==> src/rtl/bus_phase_ctrl.sv <==
// Two-phase external bus controller: derives PH1/PH2 from the core clock and
// sequences address, R/W and data-pad direction with RDY stretching and AEC release.
module bus_phase_ctrl #(
    parameter int ADDR_W  = 16,
    parameter int DATA_W  = 8,
    parameter int PHASE_W = 4,
    parameter int TURN    = 1
) (
    input  logic               clk,
    input  logic               rst_n,
    input  logic [PHASE_W-1:0] phase_len,
    input  logic               core_req,
    input  logic [ADDR_W-1:0]  core_addr,
    input  logic               core_rw_n,
    input  logic [DATA_W-1:0]  core_wdata,
    output logic               core_done,
    output logic [DATA_W-1:0]  core_rdata,
    output logic               ph1,
    output logic               ph2,
    input  logic               rdy,
    input  logic               aec,
    output logic [ADDR_W-1:0]  pad_addr,
    output logic               pad_rw_n,
    output logic               pad_ctl_oe,
    output logic [DATA_W-1:0]  pad_dout,
    output logic               pad_doe,
    input  logic [DATA_W-1:0]  pad_din
);

    typedef enum logic [1:0] {IDLE, P1, P2} state_t;

    localparam logic [PHASE_W-1:0] TURN_C = PHASE_W'(TURN);
    localparam logic [PHASE_W-1:0] ONE    = PHASE_W'(1);

    state_t             state, state_nx;
    logic [PHASE_W-1:0] cnt, cnt_nx, len, len_nx, req_len;
    logic [ADDR_W-1:0]  addr_nx;
    logic               rw_nx, doe_nx, done_nx, last, take;
    logic [DATA_W-1:0]  dout_nx, rdata_nx;

    assign ph2     = (state == P2);
    assign ph1     = ~ph2;
    assign last    = (cnt == len - ONE);
    assign req_len = (phase_len == '0) ? ONE : phase_len;

    always_comb begin
        state_nx = state;
        cnt_nx   = cnt;
        len_nx   = len;
        addr_nx  = pad_addr;
        rw_nx    = pad_rw_n;
        dout_nx  = pad_dout;
        rdata_nx = core_rdata;
        done_nx  = 1'b0;
        take     = 1'b0;
        case (state)
            IDLE: take = core_req;
            P1: begin
                if (last) begin
                    state_nx = P2;
                    cnt_nx   = '0;
                end else begin
                    cnt_nx = cnt + ONE;
                end
            end
            P2: begin
                if (last) begin
                    cnt_nx = '0;
                    if (pad_rw_n && !rdy) begin
                        state_nx = P1;
                    end else begin
                        done_nx  = 1'b1;
                        state_nx = IDLE;
                        take     = core_req;
                        if (pad_rw_n)
                            rdata_nx = pad_din;
                    end
                end else begin
                    cnt_nx = cnt + ONE;
                end
            end
            default: state_nx = IDLE;
        endcase
        // A completing cycle may capture the next request on the same edge.
        if (take) begin
            addr_nx  = core_addr;
            rw_nx    = core_rw_n;
            dout_nx  = core_wdata;
            len_nx   = req_len;
            cnt_nx   = '0;
            state_nx = P1;
        end
        doe_nx = aec && !pad_rw_n && (state_nx == P2) && (cnt_nx >= TURN_C);
    end

    always_ff @(posedge clk or negedge rst_n) begin
        if (!rst_n) begin
            state      <= IDLE;
            cnt        <= '0;
            len        <= '0;
            pad_addr   <= '0;
            pad_rw_n   <= 1'b1;
            pad_ctl_oe <= 1'b0;
            pad_dout   <= '0;
            pad_doe    <= 1'b0;
            core_done  <= 1'b0;
            core_rdata <= '0;
        end else begin
            state      <= state_nx;
            cnt        <= cnt_nx;
            len        <= len_nx;
            pad_addr   <= addr_nx;
            pad_rw_n   <= rw_nx;
            pad_ctl_oe <= aec;
            pad_dout   <= dout_nx;
            pad_doe    <= doe_nx;
            core_done  <= done_nx;
            core_rdata <= rdata_nx;
        end
    end

endmodule
==> config.mk <==
export PLATFORM = sky130hd
export DESIGN_NAME = bus_phase_ctrl
export DESIGN_NICKNAME = d
export VERILOG_FILES = /design/src/rtl/bus_phase_ctrl.sv
export SDC_FILE = /design/constraint.sdc
export NUM_CORES = 1
export LEC_CHECK = 0
export BUFFER_PORTS_ARGS = -buffer_cell sky130_fd_sc_hd__buf_2
export CELL_PAD_IN_SITES_DETAIL_PLACEMENT = 1
export CELL_PAD_IN_SITES_GLOBAL_PLACEMENT = 2
export CORE_ASPECT_RATIO = 0.5
export CORE_MARGIN = 8
export CORE_UTILIZATION = 33
export CTS_CLUSTER_SIZE = 24
export DETAILED_ROUTE_END_ITERATION = 8
export GPL_TIMING_DRIVEN = 1
export PLACE_DENSITY_LB_ADDON = 0.1
export SYNTH_ARGS = -nofsm -noshare
export SYNTH_HDL_FRONTEND = slang
export SYNTH_SLANG_ARGS = --single-unit
==> constraint.sdc <==
create_clock -name clk -period 6.19 [get_ports clk]
set_input_delay 0.3095 -clock clk [delete_from_list [all_inputs] [get_ports clk]]
set_output_delay 0.3095 -clock clk [all_outputs]
set_load 0.02 [all_outputs]
**Yosys cells after proc, flatten, opt, wreduce, memory -nomap -nowiden**

Cells that the tools add are included.

- Register bits after elaboration: 46
- Bits of input ports: 42
- Logic and storage cells: 44

- Add/subtract/negate cells: 2
- Reductions and logical operators: 10
- Equal/unequal tests: 4
- Bitwise gates (word level): 2
- $lt $le $gt $ge: 1
- Muxes and demuxes: 15

Operator list:

| kind | number |
|---|---|
| $mux W4 | 4 |
| $mux W1 | 6 |
| $mux W2 | 3 |
| $pmux W2 S3 | 1 |
| $add A4 B1 Y4 const B | 1 |
| $eq A2 B2 Y1 const B | 2 |
| $eq A4 B4 Y1 | 1 |
| $ge A4 B1 Y1 const B | 1 |
| $logic_and A1 B1 Y1 | 4 |
| $logic_not A4 Y1 | 1 |
| $reduce_and A4 Y1 | 1 |
| $sub A4 B1 Y4 const B | 1 |
| $eq A2 B1 Y1 const B | 1 |
| $logic_not A1 Y1 | 2 |
| $logic_not A2 Y1 | 1 |
| $not A1 Y1 | 2 |
| $pmux W1 S2 | 1 |
| $reduce_or A2 Y1 | 1 |

**Logic depth before layout (Yosys ltp)**

Gate-level depths: netlist (run 1).

- Depth in word-level cells: 9
- Mapped depth: 9
- Depth with buffers taken out: 7

**Worst setup path before layout (run 1)**

No wires, ideal clock.

- Kind: reg2reg
- Start: reg len[0]
- End: reg core_rdata[0]
- Required time: 6.065 ns
- Data arrival time: 2.022 ns
- Path slack: 4.044 ns
- Cell stages (with the launch flop): 9
- Cells stage by stage: dfrtp_1 inv_1 ha_1 xnor3_1 nand3_1 nor2_1 and4_1 buf_4 mux2_2

- Longest elaborated chain between the ends: 3

RTL lines:

| item | line | source |
|---|---|---|
| start: declaration | 36 | `logic [PHASE_W-1:0] cnt, cnt_nx, len, len_nx, req_len;` |
| start signal: assignment | 111 | `len <= len_nx;` |
| $sub A4 B1 Y4 | 43 | `assign last = (cnt == len - ONE);` |
| $eq A4 B4 Y1 | 43 |  |
| $reduce_and A4 Y1 (no source line) | n/a |  |
| end signal: assignment | 118 | `core_rdata <= rdata_nx;` |
| end: declaration | 17 | `output logic [DATA_W-1:0] core_rdata,` |

No other way between the ends.
A chain may end at the register's enable or synchronous reset.

**Final worst setup path (run 1)**

- Start: reg len[0]
- End: reg core_rdata[7]

Same word-level chain as after synthesis.

==> results.json, run 1 <==
{
  "ys_warn_count": 0,
  "synth_top_family_by_area": "multiplexers",
  "layout-drive-gt1-share_pct": 53.6,
  "power_density_mw_per_mm2": 541,
  "post_synth_num_cell_types": 33,
  "crit_path_end_kind": "flip-flop",
  "root_buffer": "clkbuf_16",
  "worst-path-max-fanout": 8,
  "via_per_inst": 4.41,
  "hpwlAfterDp_um": 3920,
  "path_class": "flip-flop to flip-flop",
  "hold_path_end": "pad_ctl_oe",
  "tightest_slew_ps": 1020,
  "synth_top_area_share_pct": 54.3,
  "p_seq_share_pct": 34.9,
  "clock_skew_ps": 8.46,
  "p_clk_share_pct": 17.7,
  "io_buffers": 79,
  "synthesis.area_mm2": 0.00207,
  "timing.final.crit_share_pct": 40.7,
  "synth_edf_count": 0,
  "syn_area_per_cell_um2": 13.3,
  "yosys.area.top_type": "dfrtp_1",
  "synth_common_cells": "dfrtp_1 (45), mux2_2 (36), nor2_1 (8)",
  "yosys.area_share.simple_pct": 8.33,
  "cap_violations": 0,
  "synthToLayoutAreaGrowth_pct": 29.6,
  "postSynthCellCount": 156,
  "die_w_um": 128,
  "num_vias": 1434,
  "dieArea_mm2": 0.00923,
  "clock_latency_ps": 280,
  "rrSetupSlack_ps": 3670,
  "fp-row-count": 20,
  "slowest_stage": "and4_1",
  "nFillCells": 675,
  "hold_depth": 1,
  "ant_nets": 0,
  "ys_seq_elements": 46,
  "status": "complete, no violations",
  "cts_resized": 0,
  "io_pins": 80,
  "max_stage_delay_ps": 520,
  "drv_slew": 0,
  "max_freq_ghz": 0.397,
  "grt_first_pass_wirelength_um": 8460,
  "antennaDiodeCount": 0,
  "routed_wl_um": 5060,
  "setup_tns_ps": 0,
  "vdd_ir_drop_max_uv": 218,
  "dp.cells": 317,
  "synth_compound_area_share_pct": 4.28,
  "synth_xor_area_share_pct": 4.47,
  "fin_area_mm2": 0.00269,
  "rr_worst_depth": 7,
  "grt_max_degree": 47,
  "p_comb_share_pct": 47.3,
  "rsz0062_at_grt": "false",
  "instances_no_fill": 325,
  "p_sw_share_pct": 39.8,
  "setup_viol": 0,
  "nets": 284,
  "tritoncts": "yes",
  "htree_levels": 2,
  "p_leak_nw": 1.33,
  "grt_overflow": 0,
  "die_h_um": 72.0,
  "relSlewSlack_pct": 32.0,
  "critPathRequiredTime_ps": 6360,
  "crit_path_cell_trace": "inv_1 > ha_1 > xnor3_1 > nand3_1 > nor2_1 > and4_1 > mux2_2",
  "postCtsSetupBuffers": 0,
  "r2r-end": "core_rdata[7]",
  "hp-class": "primary input to flip-flop",
  "wl_per_cell_um": 15.6,
  "synth_mux_area_share_pct": 20.0,
  "min-delay-start": "aec",
  "drtPass1Iterations": 4,
  "coreArea_mm2": 0.00608,
  "cts.reportedPaths.clkPinSlew_ps": 60,
  "synth_adder_area_share_pct": 3.62,
  "cts_sinks": 46,
  "post-route-min-period_ps": 2520,
  "drc": 0,
  "r2r-start": "len[0]",
  "hold_buffers": 0,
  "clk_path_buf_depth": 2,
  "drt_iter0_markers": 59,
  "synthFlopType": "dfrtp_1",
  "start_util_pct": 34.1,
  "syn_nets": 204,
  "intPower_uw": 875,
  "synth.area.top_cells": "dfrtp_1 (54%), mux2_2 (20%), ha_1 (3.6%)",
  "critical_path_arrival_ps": 2680,
  "synth-seq-area-share_pct": 55.6,
  "gp_congestion": 0.698,
  "p_switching_uw": 578,
  "grt_use_total_pct": 11.5,
  "crit_path_start_kind": "flip-flop",
  "synth.most_common_cell": "dfrtp_1",
  "dpl-instance-area_mm2": 0.00254,
  "synthArstFlopShare_pct": 100,
  "finalHoldViolCount": 0,
  "antenna_found_initial": 0,
  "grt_pass1_vias": 1638,
  "numCtsBuffers": 5,
  "power.total_mw": 1.45
}
[logic make-up after synthesis]
| group | after synthesis |
|---|---|
| buf+inv | 13 |
| fa+ha+maj | 6 |
| simple gates | 32 |
| compound gates | 13 |
| mux | 37 |
| xor+xnor | 9 |
| flops | 46 |
[critical path: cells and delay by family (launching register included)]
kind	cells	cell delay (ps)
xor gates and xnor gates	1	360
adders and majority gates	1	230
buffers and inverters	1	80
DFF	1	400
muxes	1	390
and+or+nand+nor	3	960
[through the flow]
step / hold slack (ps) / setup WS [ps] / utilization (%)
global placement: 434 / 3750 / 41.8
CTS: 142 / 3640 / 44.2
detailed placement: 436 / 3640 / 41.8
global route: 139 / 3450 / 44.2
floorplan: 13.9 / 4040 / -
finish: 149 / 3670 / 44.2
[cells in the final DEF, fill, tap and decap left out, types with 3 or more instances in the layout]
cell type / n
dfrtp_1: 45
mux2_2: 36
nand2_1: 4
nor2_1: 8
xor2_1: 4
o21ai_0: 6
buf_2: 79
ha_1: 6
nor3_1: 4
inv_1: 6
clkbuf_16: 5
nand2b_1: 3
xnor2_1: 4
[worst max path at each step]
stage | to | depth (start not counted) | startpoint
after floorplan | core_rdata[0] | 8 | len[0]
after global placement | core_rdata[5] | 7 | len[0]
after detailed placement | core_rdata[1] | 7 | len[0]
after CTS | core_rdata[7] | 7 | len[0]
after global routing | core_rdata[2] | 7 | len[0]
final | core_rdata[7] | 7 | len[0]
[cell type report]
cell class / instances / area [µm²] / share of cell area [%]
clock inverter: 2 / 13.8 / 0.512
timing repair buffer: 80 / 403 / 15.0
clock buffer: 6 / 129 / 4.80
tap: 88 / 110 / 4.10
multi-input combinational: 97 / 856 / 31.9
inverter: 6 / 22.5 / 0.838
sequential: 46 / 1150 / 42.9
[state kept, by name, summed over array words and instances (netlist names)]
register and count:
pad_rw_n 1, core_rdata 8, state 2, core_done 1, pad_addr 16, cnt 4
pad_dout 8, pad_doe 1, len 4, pad_ctl_oe 1
[metal layers]
layer / up-vias / global-route usage (%) / share of wire [%]
met3: 6 / 3.73 / 5.7
met4: 0 / 3.52 / 1.1
met2: 36 / 19.3 / 49
met5: - / 0 / 0
met1: 691 / 13.8 / 44
li1: 701 / - / -
[power by group through the flow]
stage	clock network (mW)	registers (mW)	logic, mW
2_1_floorplan	0	0.614	0.385
3_3_place_gp	0	0.505	0.687
3_5_place_dp	0	0.513	0.701
4_1_cts	0.268	0.510	0.705
5_1_grt	0.279	0.528	0.753
6_report	0.258	0.508	0.687
(Power assumes the default switching activity.)
==> run 2, diff against run 1 <==
--- a/config.mk
+++ b/config.mk
@@ -10,7 +10,7 @@
 export CELL_PAD_IN_SITES_GLOBAL_PLACEMENT = 2
 export CORE_ASPECT_RATIO = 0.5
 export CORE_MARGIN = 8
-export CORE_UTILIZATION = 33
+export CORE_UTILIZATION = 28
 export CTS_CLUSTER_SIZE = 24
 export DETAILED_ROUTE_END_ITERATION = 8
 export GPL_TIMING_DRIVEN = 1
==> constraint.sdc (replaced) <==
create_clock -name clk -period 2.2 [get_ports clk]
set_input_delay 0.11 -clock clk [delete_from_list [all_inputs] [get_ports clk]]
set_output_delay 0.11 -clock clk [all_outputs]
set_load 0.02 [all_outputs]
==> run 2 against run 1 <==
Against the previous run: via count increased by 9.5%; maximum frequency up 19%; die area grew 15%; highest routed layer unchanged; hold slack worse by 97 ps; non-clock buffer count grew 16.
==> results.json, run 2 (synthesis results as in run 1) <==
{
  "synthToLayoutAreaGrowth_pct": 40.6,
  "cap_violations": 0,
  "io_buffers": 79,
  "setup_viol": 0,
  "hp-class": "primary input to flip-flop",
  "instances_no_fill": 349,
  "worst-path-max-fanout": 8,
  "hpwlAfterDp_um": 4140,
  "die_w_um": 138,
  "final_cell_mix": "buf_2 (79), dfrtp_1 (45), mux2_2 (36)",
  "wl_per_cell_um": 15.8,
  "antennaDiodeCount": 0,
  "clock_skew_ps": 6.37,
  "antenna_found_initial": 0,
  "layout-drive-gt1-share_pct": 57.7,
  "max_freq_ghz": 0.471,
  "top_regs": "pad_addr (16), core_rdata (8), pad_dout (8)",
  "status": "complete, no violations",
  "crit_path_start_kind": "flip-flop",
  "rsz0062_at_grt": "true",
  "grt_overflow": 0,
  "vdd_ir_drop_max_uv": 454,
  "grt_use_total_pct": 10.5,
  "regMostFlops": "pad_addr",
  "io_pins": 80,
  "power.total_mw": 4.48,
  "fp-row-count": 22,
  "start_util_pct": 28.6,
  "fin_util_pct": 40.3,
  "cts.reportedPaths.clkPinSlew_ps": 60,
  "drc": 0,
  "die_h_um": 76.8,
  "via_per_inst": 4.50,
  "p_leak_nw": 1.44,
  "nets": 300,
  "timing.final.crit_share_pct": 96.4,
  "whs_ps": 52.2,
  "clock_latency_ps": 290,
  "num_vias": 1570,
  "grt_pass1_vias": 1807,
  "htree_levels": 2,
  "drt_iter0_markers": 33,
  "drtPass1Iterations": 4,
  "p_seq_share_pct": 31.9,
  "power_density_mw_per_mm2": 1540,
  "intPower_mw": 2.76,
  "routed_wl_um": 5500,
  "nFillCells": 811,
  "coreArea_mm2": 0.00724,
  "largest_reg_flops": 16,
  "p_comb_share_pct": 49.2,
  "grt_max_degree": 30,
  "clk_path_buf_depth": 2,
  "relSlewSlack_pct": 72.5,
  "critPathRequiredTime_ps": 2370,
  "critical_path_arrival_ps": 2290,
  "post-route-min-period_ps": 2120,
  "gp_congestion": 0.707,
  "cts_sinks": 46,
  "dp.cells": 332,
  "finalHoldViolCount": 0,
  "grt_first_pass_wirelength_um": 8750,
  "path_class": "flip-flop to flip-flop",
  "crit_path_end_kind": "flip-flop",
  "layout_commonest_cell": "buf_2",
  "dieArea_mm2": 0.0106,
  "tritoncts": "yes",
  "numCtsBuffers": 5,
  "p_sw_share_pct": 38.4,
  "drv_slew": 0,
  "ant_nets": 0,
  "root_buffer": "clkbuf_16",
  "p_switching_mw": 1.72,
  "p_clk_share_pct": 18.9,
  "tightest_slew_ps": 413
}
==> run 2: layout make-up <==
class	instances	area, µm²	area share [%]
Inverter	6	22.5	0.773
Tap cell	96	120	4.12
Timing Repair Buffer	96	564	19.4
Clock inverter	2	37.5	1.29
Multi-Input combinational cell	97	888	30.5
Clock buffer	6	129	4.42
Sequential cell	46	1150	39.5
==> run 2: timing repair <==
action,CTS,global route
resized for setup,0,12
endpoints found under the setup margin,0,35
hold endpoints to repair,18,0
setup buffers,0,6
hold buffers,2,0
==> run 2: final timing paths <==
kind / cells past startpoint / slack (ps) / to / startpoint
max in group asynchronous: 3 / 1160 / pad_rw_n / rst_n
max: 8 / 80 / core_rdata[1] / len[0]
max reg2reg: 8 / 80 / core_rdata[1] / len[0]
min reg2reg: 1 / 500 / pad_addr[6] / pad_addr[6]
min: 2 / 50 / pad_addr[1] / core_addr[1]
min in group asynchronous: 2 / 280 / pad_dout[1] / rst_n
==> run 2: metrics by stage <==
step	worst slack, ps	TNS [ps]	instance area, µm²
after global placement	76.9	0	2620
after detailed placement	44.1	0	2620
after global routing	-23.2	-149	2910
final	79.0	0	2910
after floorplan	53.6	0	2070
after CTS	32.3	0	2810
==> run 2: worst max-delay path: stages, from the launching register on <==
cell     delay [ps]
dfrtp_1         340
inv_1            60
ha_1            240
xnor3_1         380
nand3_1         130
nor2_2          140
and4_4          260
buf_12          130
mux2_2          330
==> run 2: layer usage <==
metal  track usage, %  share of wire [%]  vias up
met3             3.51                5.2        5
met5                0                  0        -
li1                 -                  -      740
met1             11.8                 41      790
met4             3.83                1.3        0
met2             18.1                 52       35
==> run 2: power by group through the flow <==
| stage | Sequential, mW | Combinational (mW) | Clock (mW) |
|---|---|---|---|
| floorplan | 1.73 | 1.08 | 0 |
| global placement | 1.44 | 2.01 | 0 |
| detailed placement | 1.45 | 2.04 | 0 |
| CTS | 1.44 | 2.05 | 0.884 |
| global route | 1.49 | 2.42 | 0.918 |
| finish | 1.43 | 2.20 | 0.847 |
